<file path="config.mk">
export PLATFORM = sky130hd
export DESIGN_NAME = sram_req_responder
export DESIGN_NICKNAME = d
export VERILOG_FILES = /design/src/rtl/sram_req_responder_pkg.sv /design/src/rtl/sram_rd_pipe.sv /design/src/rtl/sram_req_responder.sv
export SDC_FILE = /design/constraint.sdc
export NUM_CORES = 1
export LEC_CHECK = 0
export BUFFER_PORTS_ARGS = -buffer_cell sky130_fd_sc_hd__buf_2
export CAP_MARGIN = 10
export CORE_MARGIN = 8
export CORE_UTILIZATION = 40
export CTS_CLUSTER_SIZE = 10
export DETAILED_ROUTE_END_ITERATION = 8
export HOLD_SLACK_MARGIN = 0.05
export PLACE_DENSITY = 0.65
export REMOVE_ABC_BUFFERS = 1
export SYNTH_ARGS = -nofsm -noshare
export SYNTH_HDL_FRONTEND = slang
export SYNTH_SLANG_ARGS = --single-unit
</file>
<file path="constraint.sdc">
create_clock -name clk -period 3.9 [get_ports clk]
set_input_delay 0.78 -clock clk [delete_from_list [all_inputs] [get_ports clk]]
set_output_delay 0.78 -clock clk [all_outputs]
set_load 0.05 [all_outputs]
</file>
<file path="src/rtl/sram_req_responder_pkg.sv">
// Shared definitions for the SRAM request responder: FSM encodings and a
// width helper used to size the turnaround counter.
package sram_req_responder_pkg;

   localparam logic [1:0] ST_IDLE  = 2'd0;
   localparam logic [1:0] ST_READ  = 2'd1;
   localparam logic [1:0] ST_WRITE = 2'd2;
   localparam logic [1:0] ST_TURN  = 2'd3;

   // Smallest bit count able to hold max_val (never less than one bit).
   function automatic int cnt_width(input int max_val);
      int w;
      w = 32'sd1;
      for (int i = 1; i < 31; i++) begin
         if ((32'sd1 << i) <= max_val) begin
            w = i + 32'sd1;
         end
      end
      return w;
   endfunction

endpackage

</file>
<file path="src/rtl/sram_rd_pipe.sv">
// Read-return pipeline: tracks issued reads for READ_LATENCY cycles, then
// captures the SRAM data and flags it valid for one cycle.
module sram_rd_pipe #(
   parameter int READ_LATENCY    = 3,
   parameter int SRAM_DATA_WIDTH = 72
) (
   input  logic                       clk,
   input  logic                       reset,
   input  logic                       issue_rd,
   input  logic [SRAM_DATA_WIDTH-1:0] sram_rd_data,
   output logic                       rd_vld,
   output logic [SRAM_DATA_WIDTH-1:0] rd_data
);

   // Top bit of the shift register is the registered rd_vld itself.
   logic [READ_LATENCY:0]        vld_sr_r;
   logic [SRAM_DATA_WIDTH-1:0]   rd_data_r;

   // Valid shift register and data capture; reset drops everything in flight.
   always_ff @(posedge clk) begin
      if (reset) begin
         vld_sr_r  <= '0;
         rd_data_r <= '0;
      end else begin
         vld_sr_r <= {vld_sr_r[READ_LATENCY-1:0], issue_rd};
         if (vld_sr_r[READ_LATENCY-1]) begin
            rd_data_r <= sram_rd_data;
         end else begin
            rd_data_r <= rd_data_r;
         end
      end
   end

   assign rd_vld  = vld_sr_r[READ_LATENCY];
   assign rd_data = rd_data_r;

endmodule

</file>
<file path="src/rtl/sram_req_responder.sv">
// Responder side of the rd/wr req-ack-vld protocol: holds one pending read and
// one pending write and arbitrates them onto a single-port pipelined SRAM.
module sram_req_responder #(
   parameter int SRAM_ADDR_WIDTH = 19,
   parameter int SRAM_DATA_WIDTH = 72,
   parameter int READ_LATENCY    = 3,
   parameter int TURNAROUND      = 1
) (
   input  logic                       clk,
   input  logic                       reset,
   input  logic                       rd_req,
   input  logic [SRAM_ADDR_WIDTH-1:0] rd_addr,
   output logic                       rd_ack,
   output logic                       rd_vld,
   output logic [SRAM_DATA_WIDTH-1:0] rd_data,
   input  logic                       wr_req,
   input  logic [SRAM_ADDR_WIDTH-1:0] wr_addr,
   input  logic [SRAM_DATA_WIDTH-1:0] wr_data,
   output logic                       wr_ack,
   output logic                       sram_en,
   output logic                       sram_we,
   output logic [SRAM_ADDR_WIDTH-1:0] sram_addr,
   output logic [SRAM_DATA_WIDTH-1:0] sram_wr_data,
   input  logic [SRAM_DATA_WIDTH-1:0] sram_rd_data,
   output logic                       proto_err
);
   import sram_req_responder_pkg::*;

   localparam int                TURN_W    = cnt_width(TURNAROUND);
   localparam logic [TURN_W-1:0] TURN_LOAD = TURN_W'(TURNAROUND);
   localparam logic [TURN_W-1:0] TURN_ONE  = TURN_W'(32'd1);

   logic                       rd_pend_r, wr_pend_r;
   logic [SRAM_ADDR_WIDTH-1:0] rd_addr_r, wr_addr_r;
   logic [SRAM_DATA_WIDTH-1:0] wr_data_r;
   logic                       last_wr_r;
   logic [1:0]                 state_r;
   logic [TURN_W-1:0]          turn_cnt_r;
   logic                       proto_err_r;
   logic                       rd_ack_r, wr_ack_r, sram_en_r, sram_we_r;
   logic [SRAM_ADDR_WIDTH-1:0] sram_addr_r;
   logic [SRAM_DATA_WIDTH-1:0] sram_wr_data_r;

   logic                       rd_avail_s, wr_avail_s, wr_elig_s, tie_s, turn_active_s;
   logic [SRAM_ADDR_WIDTH-1:0] rd_addr_sel_s, wr_addr_sel_s, addr_nxt_s;
   logic [SRAM_DATA_WIDTH-1:0] wr_data_sel_s, wdata_nxt_s;
   logic [1:0]                 state_nxt_s;
   logic [TURN_W-1:0]          turn_cnt_nxt_s;

   // A request arriving this cycle is eligible immediately, so ack lands the next cycle.
   assign rd_avail_s    = rd_pend_r | rd_req;
   assign wr_avail_s    = wr_pend_r | wr_req;
   assign rd_addr_sel_s = rd_pend_r ? rd_addr_r : rd_addr;
   assign wr_addr_sel_s = wr_pend_r ? wr_addr_r : wr_addr;
   assign wr_data_sel_s = wr_pend_r ? wr_data_r : wr_data;
   assign wr_elig_s     = wr_avail_s & (turn_cnt_r == '0);
   assign tie_s         = rd_avail_s & wr_elig_s;
   assign turn_active_s = (turn_cnt_r != '0) & ((state_r == ST_READ) | (state_r == ST_TURN));

   // Arbitration: alternate on a true tie, otherwise serve whatever is eligible.
   always_comb begin
      state_nxt_s = ST_IDLE;
      if (tie_s) begin
         if (last_wr_r) begin
            state_nxt_s = ST_READ;
         end else begin
            state_nxt_s = ST_WRITE;
         end
      end else if (rd_avail_s) begin
         state_nxt_s = ST_READ;
      end else if (wr_elig_s) begin
         state_nxt_s = ST_WRITE;
      end else if (turn_active_s) begin
         state_nxt_s = ST_TURN;
      end else begin
         state_nxt_s = ST_IDLE;
      end
   end

   // Next SRAM address/data and turnaround count for the chosen operation.
   always_comb begin
      addr_nxt_s     = sram_addr_r;
      wdata_nxt_s    = sram_wr_data_r;
      turn_cnt_nxt_s = '0;
      case (state_nxt_s)
         ST_READ: begin
            addr_nxt_s     = rd_addr_sel_s;
            turn_cnt_nxt_s = TURN_LOAD;
         end
         ST_WRITE: begin
            addr_nxt_s  = wr_addr_sel_s;
            wdata_nxt_s = wr_data_sel_s;
         end
         ST_TURN: begin
            turn_cnt_nxt_s = turn_cnt_r - TURN_ONE;
         end
         default: begin
            turn_cnt_nxt_s = '0;
         end
      endcase
   end

   // Request capture, pending flags, arbitration history and registered outputs.
   always_ff @(posedge clk) begin
      if (reset) begin
         rd_pend_r      <= 1'b0;
         wr_pend_r      <= 1'b0;
         rd_addr_r      <= '0;
         wr_addr_r      <= '0;
         wr_data_r      <= '0;
         last_wr_r      <= 1'b1;
         state_r        <= ST_IDLE;
         turn_cnt_r     <= '0;
         proto_err_r    <= 1'b0;
         rd_ack_r       <= 1'b0;
         wr_ack_r       <= 1'b0;
         sram_en_r      <= 1'b0;
         sram_we_r      <= 1'b0;
         sram_addr_r    <= '0;
         sram_wr_data_r <= '0;
      end else begin
         rd_pend_r <= rd_avail_s & (state_nxt_s != ST_READ);
         wr_pend_r <= wr_avail_s & (state_nxt_s != ST_WRITE);
         if (rd_req & ~rd_pend_r) begin
            rd_addr_r <= rd_addr;
         end
         if (wr_req & ~wr_pend_r) begin
            wr_addr_r <= wr_addr;
            wr_data_r <= wr_data;
         end
         if (tie_s) begin
            last_wr_r <= (state_nxt_s == ST_WRITE);
         end
         if ((rd_req & rd_pend_r) | (wr_req & wr_pend_r)) begin
            proto_err_r <= 1'b1;
         end
         state_r        <= state_nxt_s;
         turn_cnt_r     <= turn_cnt_nxt_s;
         rd_ack_r       <= (state_nxt_s == ST_READ);
         wr_ack_r       <= (state_nxt_s == ST_WRITE);
         sram_en_r      <= (state_nxt_s == ST_READ) | (state_nxt_s == ST_WRITE);
         sram_we_r      <= (state_nxt_s == ST_WRITE);
         sram_addr_r    <= addr_nxt_s;
         sram_wr_data_r <= wdata_nxt_s;
      end
   end

   sram_rd_pipe #(
      .READ_LATENCY    (READ_LATENCY),
      .SRAM_DATA_WIDTH (SRAM_DATA_WIDTH)
   ) u_rd_pipe (
      .clk          (clk),
      .reset        (reset),
      .issue_rd     (rd_ack_r),
      .sram_rd_data (sram_rd_data),
      .rd_vld       (rd_vld),
      .rd_data      (rd_data)
   );

   assign rd_ack       = rd_ack_r;
   assign wr_ack       = wr_ack_r;
   assign sram_en      = sram_en_r;
   assign sram_we      = sram_we_r;
   assign sram_addr    = sram_addr_r;
   assign sram_wr_data = sram_wr_data_r;
   assign proto_err    = proto_err_r;

endmodule

</file>
==> metrics.md <==
| Metric | Value |
|---|---|
| Post-CTS setup buffer count | `0` |
| Period Utilization, post-route | `between 60% and 70%` |
| Maximum number of pins on one net before global-route repair | `approximately 140` |
| CP max FO | `55` |
| PostCTS Resize Cnt | `0` |
| Number of enable flip-flop cells after synthesis | `0` |
| Flops & latches, synth | `286` |
| Worst Path Arrival | `approximately 2.9 ns` |
| Starting density of the core | `just over 40%` |
| Min-Delay Path Depth | `1` |
| WHS | `around 0.44 ns` |
| Clock transition at the registers of the reported paths | `0.06 ns` |
| Routed wl met2 | `14200 µm` |
| Iter 0 DRT Violations | `around 430` |
| Setup-failing EPs final | `0` |
| Final Skew | `between 0.009 and 0.01 ns` |
| Top FF cell, synth | `dfxtp_1` |
| DIE WIDTH | `184 µm` |
| Die span in y | `about 180 µm` |
| Worst-case clock buffer depth | `3` |
| Flop pwr share | `42.0%` |
| Pwr Density | `roughly 560 nW/µm²` |
| Gr ovfl total | `0` |
| IO buf count | `approximately 350` |
| # nets final | `around 1700` |
| Mean Syn Cell Area | `9.30 µm²` |
| Mapped Area | `approximately 11000 µm²` |
| Critical path startpoint category | `primary input` |
| P_int | `0.00546 W` |
| Post-synthesis sequential area ratio | `50.9%` |
| Remaining antenna violation count | `0` |
| Fin. Hold Viols | `0` |
| Most frequent cell after synthesis | `dfxtp_1` |
| DPL Wire Length | `21400 µm` |
| Initial antenna violation count | `5` |
| Tightest Pin Transition | `roughly 0.95 ns` |
| RSZ-0062 raised after global routing | `no` |
| Critical path class | `primary input to flip-flop` |
| Vias | `slightly above 9000` |
| Die area | `33700 µm²` |
| Vias per cell | `~4.8` |
| Hold buffer count at CTS | `0` |
| Fill cells | `between 2000 and 3000` |
| Core area | `27700 µm²` |
| Synth cell count leaders | `dfxtp_1, nand2_1, mux2i_1` |
| R2R cell count | `5` |
| GRT Overall Usage | `between 15 and 20%` |
| H-tree Lvls | `2` |
| CP endpoint kind | `flip-flop` |
| P&R area growth vs syn | `25.9%` |
| Post-synth top area share | `about half` |
| Syn. warnings | `0` |
| Synth area leaders | `dfxtp_1, mux2i_1, nand2_1` |
| Worst vdd rail ir drop | `0.000339 V` |
| Tmin final | `around 2.5 ns` |
| Min-Delay Path Class | `flip-flop to flip-flop` |
| Clock power share | `between 30% and 40%` |
| FMAX | `around 400 MHz` |
| DRT Wirelength | `30900 µm` |
| Number of global-route vias before repair | `9120` |
| Root Buffer | `clkbuf_16` |
| CTS tree | `yes` |
| Combinational share of power | `21.8%` |
| Hold Crit Start | `u_rd_pipe.vld_sr_r[0]` |
| FP Rows | `61` |
| CP Launch Point | `wr_req` |
| Post-synth top area cell | `dfxtp_1` |
| P_sw | `0.00245 W` |
| DR top layer | `met5` |
| Fin. max-slew vios | `0` |
| First-pass GRT wire length | `around 49000 µm` |
| DRC | `0` |
| M1 WL | `about 13000 µm` |
| Post-layout util | `approximately half` |
| Synth Instances | `between 1000 and 1500` |
| Reg-to-Reg Start | `wr_pend_r` |
| Status | `complete, no violations` |
| Synth unique cells | `34` |
| Met3 WL | `approximately 2900 µm` |
| Max-slew headroom | `between 30 and 40%` |
| Sw frac | `a little under a third` |
| First-pass DRT Iterations | `4` |
| Max cap viols | `0` |
| # IOs | `around 360` |
| Routability cong. | `approximately 0.82` |
| Layout cells sized above 1 | `~29%` |
| Async set-reset flop share out of synthesis | `0%` |
| Number of buffers created by CTS | `35` |
| WL/cell | `approximately 16 µm` |
| # clock sinks | `286` |
| Worst-Skew Late Latency | `~0.5 ns` |
| Leak | `6.02 nW` |
| Worst EP required | `~4.3 ns` |
-- sequential cells by signal, indices dropped and copies added (netlist names), 4 cells and up --
| register | cells |
|---|---|
| sram_addr | 19 |
| wr_addr_r | 19 |
| wr_data_r | 72 |
| u_rd_pipe.vld_sr_r | 4 |
| u_rd_pipe.rd_data | 72 |
| rd_addr_r | 19 |
| sram_wr_data | 72 |
-- metrics by stage --
stage / area, µm² / power [W] / setup WS [ns] / cells / TNS (ns)
5_1_grt: 14200 / 0.00830 / 1.20 / 1909 / 0
3_5_place_dp: 13200 / 0.00512 / 0.868 / 1863 / 0
4_1_cts: 14200 / 0.00801 / 1.38 / 1907 / 0
6_report: 14200 / 0.00791 / 1.39 / 1909 / 0
2_1_floorplan: 10700 / 0.00460 / -3.59 / 1110 / -585.00
3_3_place_gp: 13200 / 0.00510 / 0.979 / 1863 / 0
-- cell usage in the layout (no fill, tap or decap), types with 2 or more instances in the layout --
cell type  count
buf_4         16
o21ai_0        2
ha_1           2
a211oi_1      72
buf_2        353
buf_12         5
diode_2        2
dfxtp_4        2
clkbuf_1       4
nor2_1       148
mux2_1         7
mux2i_1      163
nand2_1      240
nor2b_1        8
nor3_1         2
clkbuf_16     37
a21oi_1      112
dfxtp_1      284
mux2_2        12
o221ai_1      19
nand2b_1      20
-- worst paths after layout --
| path | end | slack (ns) |
|---|---|---|
| setup / recovery | sram_wr_data[22] | 1.39 |
| hold / removal | u_rd_pipe.vld_sr_r[1] | 0.44 |
| setup reg to reg | wr_data_r[8] | 1.40 |
| hold reg to reg | u_rd_pipe.vld_sr_r[1] | 0.44 |
-- power groups by stage --
stage,clock (W),combinational [W],sequential (W)
after floorplan,0,0.000641,0.00396
after global placement,0,0.00172,0.00338
after detailed placement,0,0.00174,0.00338
after CTS,0.00295,0.00174,0.00332
after global routing,0.00309,0.00187,0.00335
final,0.00287,0.00173,0.00332
-- critical path, cell delays in order --
cell	delay [ns]
buf_2	0.14
o21bai_1	0.12
o22ai_1	0.32
and2_1	0.22
ha_4	0.56
buf_4	0.42
nor2_1	0.09
a211oi_1	0.23
-- area by class of cell --
| type | instances | area [µm²] | share of cell area (%) |
|---|---|---|---|
| repair buffers | 375 | 2000 | 14.1 |
| diodes | 2 | 5.00 | 0.0353 |
| clock buffers | 41 | 941 | 6.64 |
| multi-input cells | 822 | 4960 | 35.0 |
| well taps | 378 | 473 | 3.34 |
| clock inverters | 3 | 42.5 | 0.300 |
| inverters | 2 | 7.51 | 0.0530 |
| flip-flops and latches | 286 | 5730 | 40.5 |
-- metal layers --
layer | GRT usage [%] | vias to the layer above
met3 | 6.15 | 44
met2 | 29.6 | 313
met5 | 0 | -
met1 | 21.4 | 4177
li1 | - | 4714
met4 | 3.90 | 6
-- kinds of logic after synthesis --
family                     after synthesis  synth area share (%)
DFF                                    286                  50.9
muxes                                  182                  16.4
AOI/OAI and AO/OA                      212                  11.9
and+or+nand+nor                        425                  15.2
adders and majority gates                3                 0.334
buffers and inverters                  102                  5.21
Note: power is estimated with default switching activity, not from simulation.
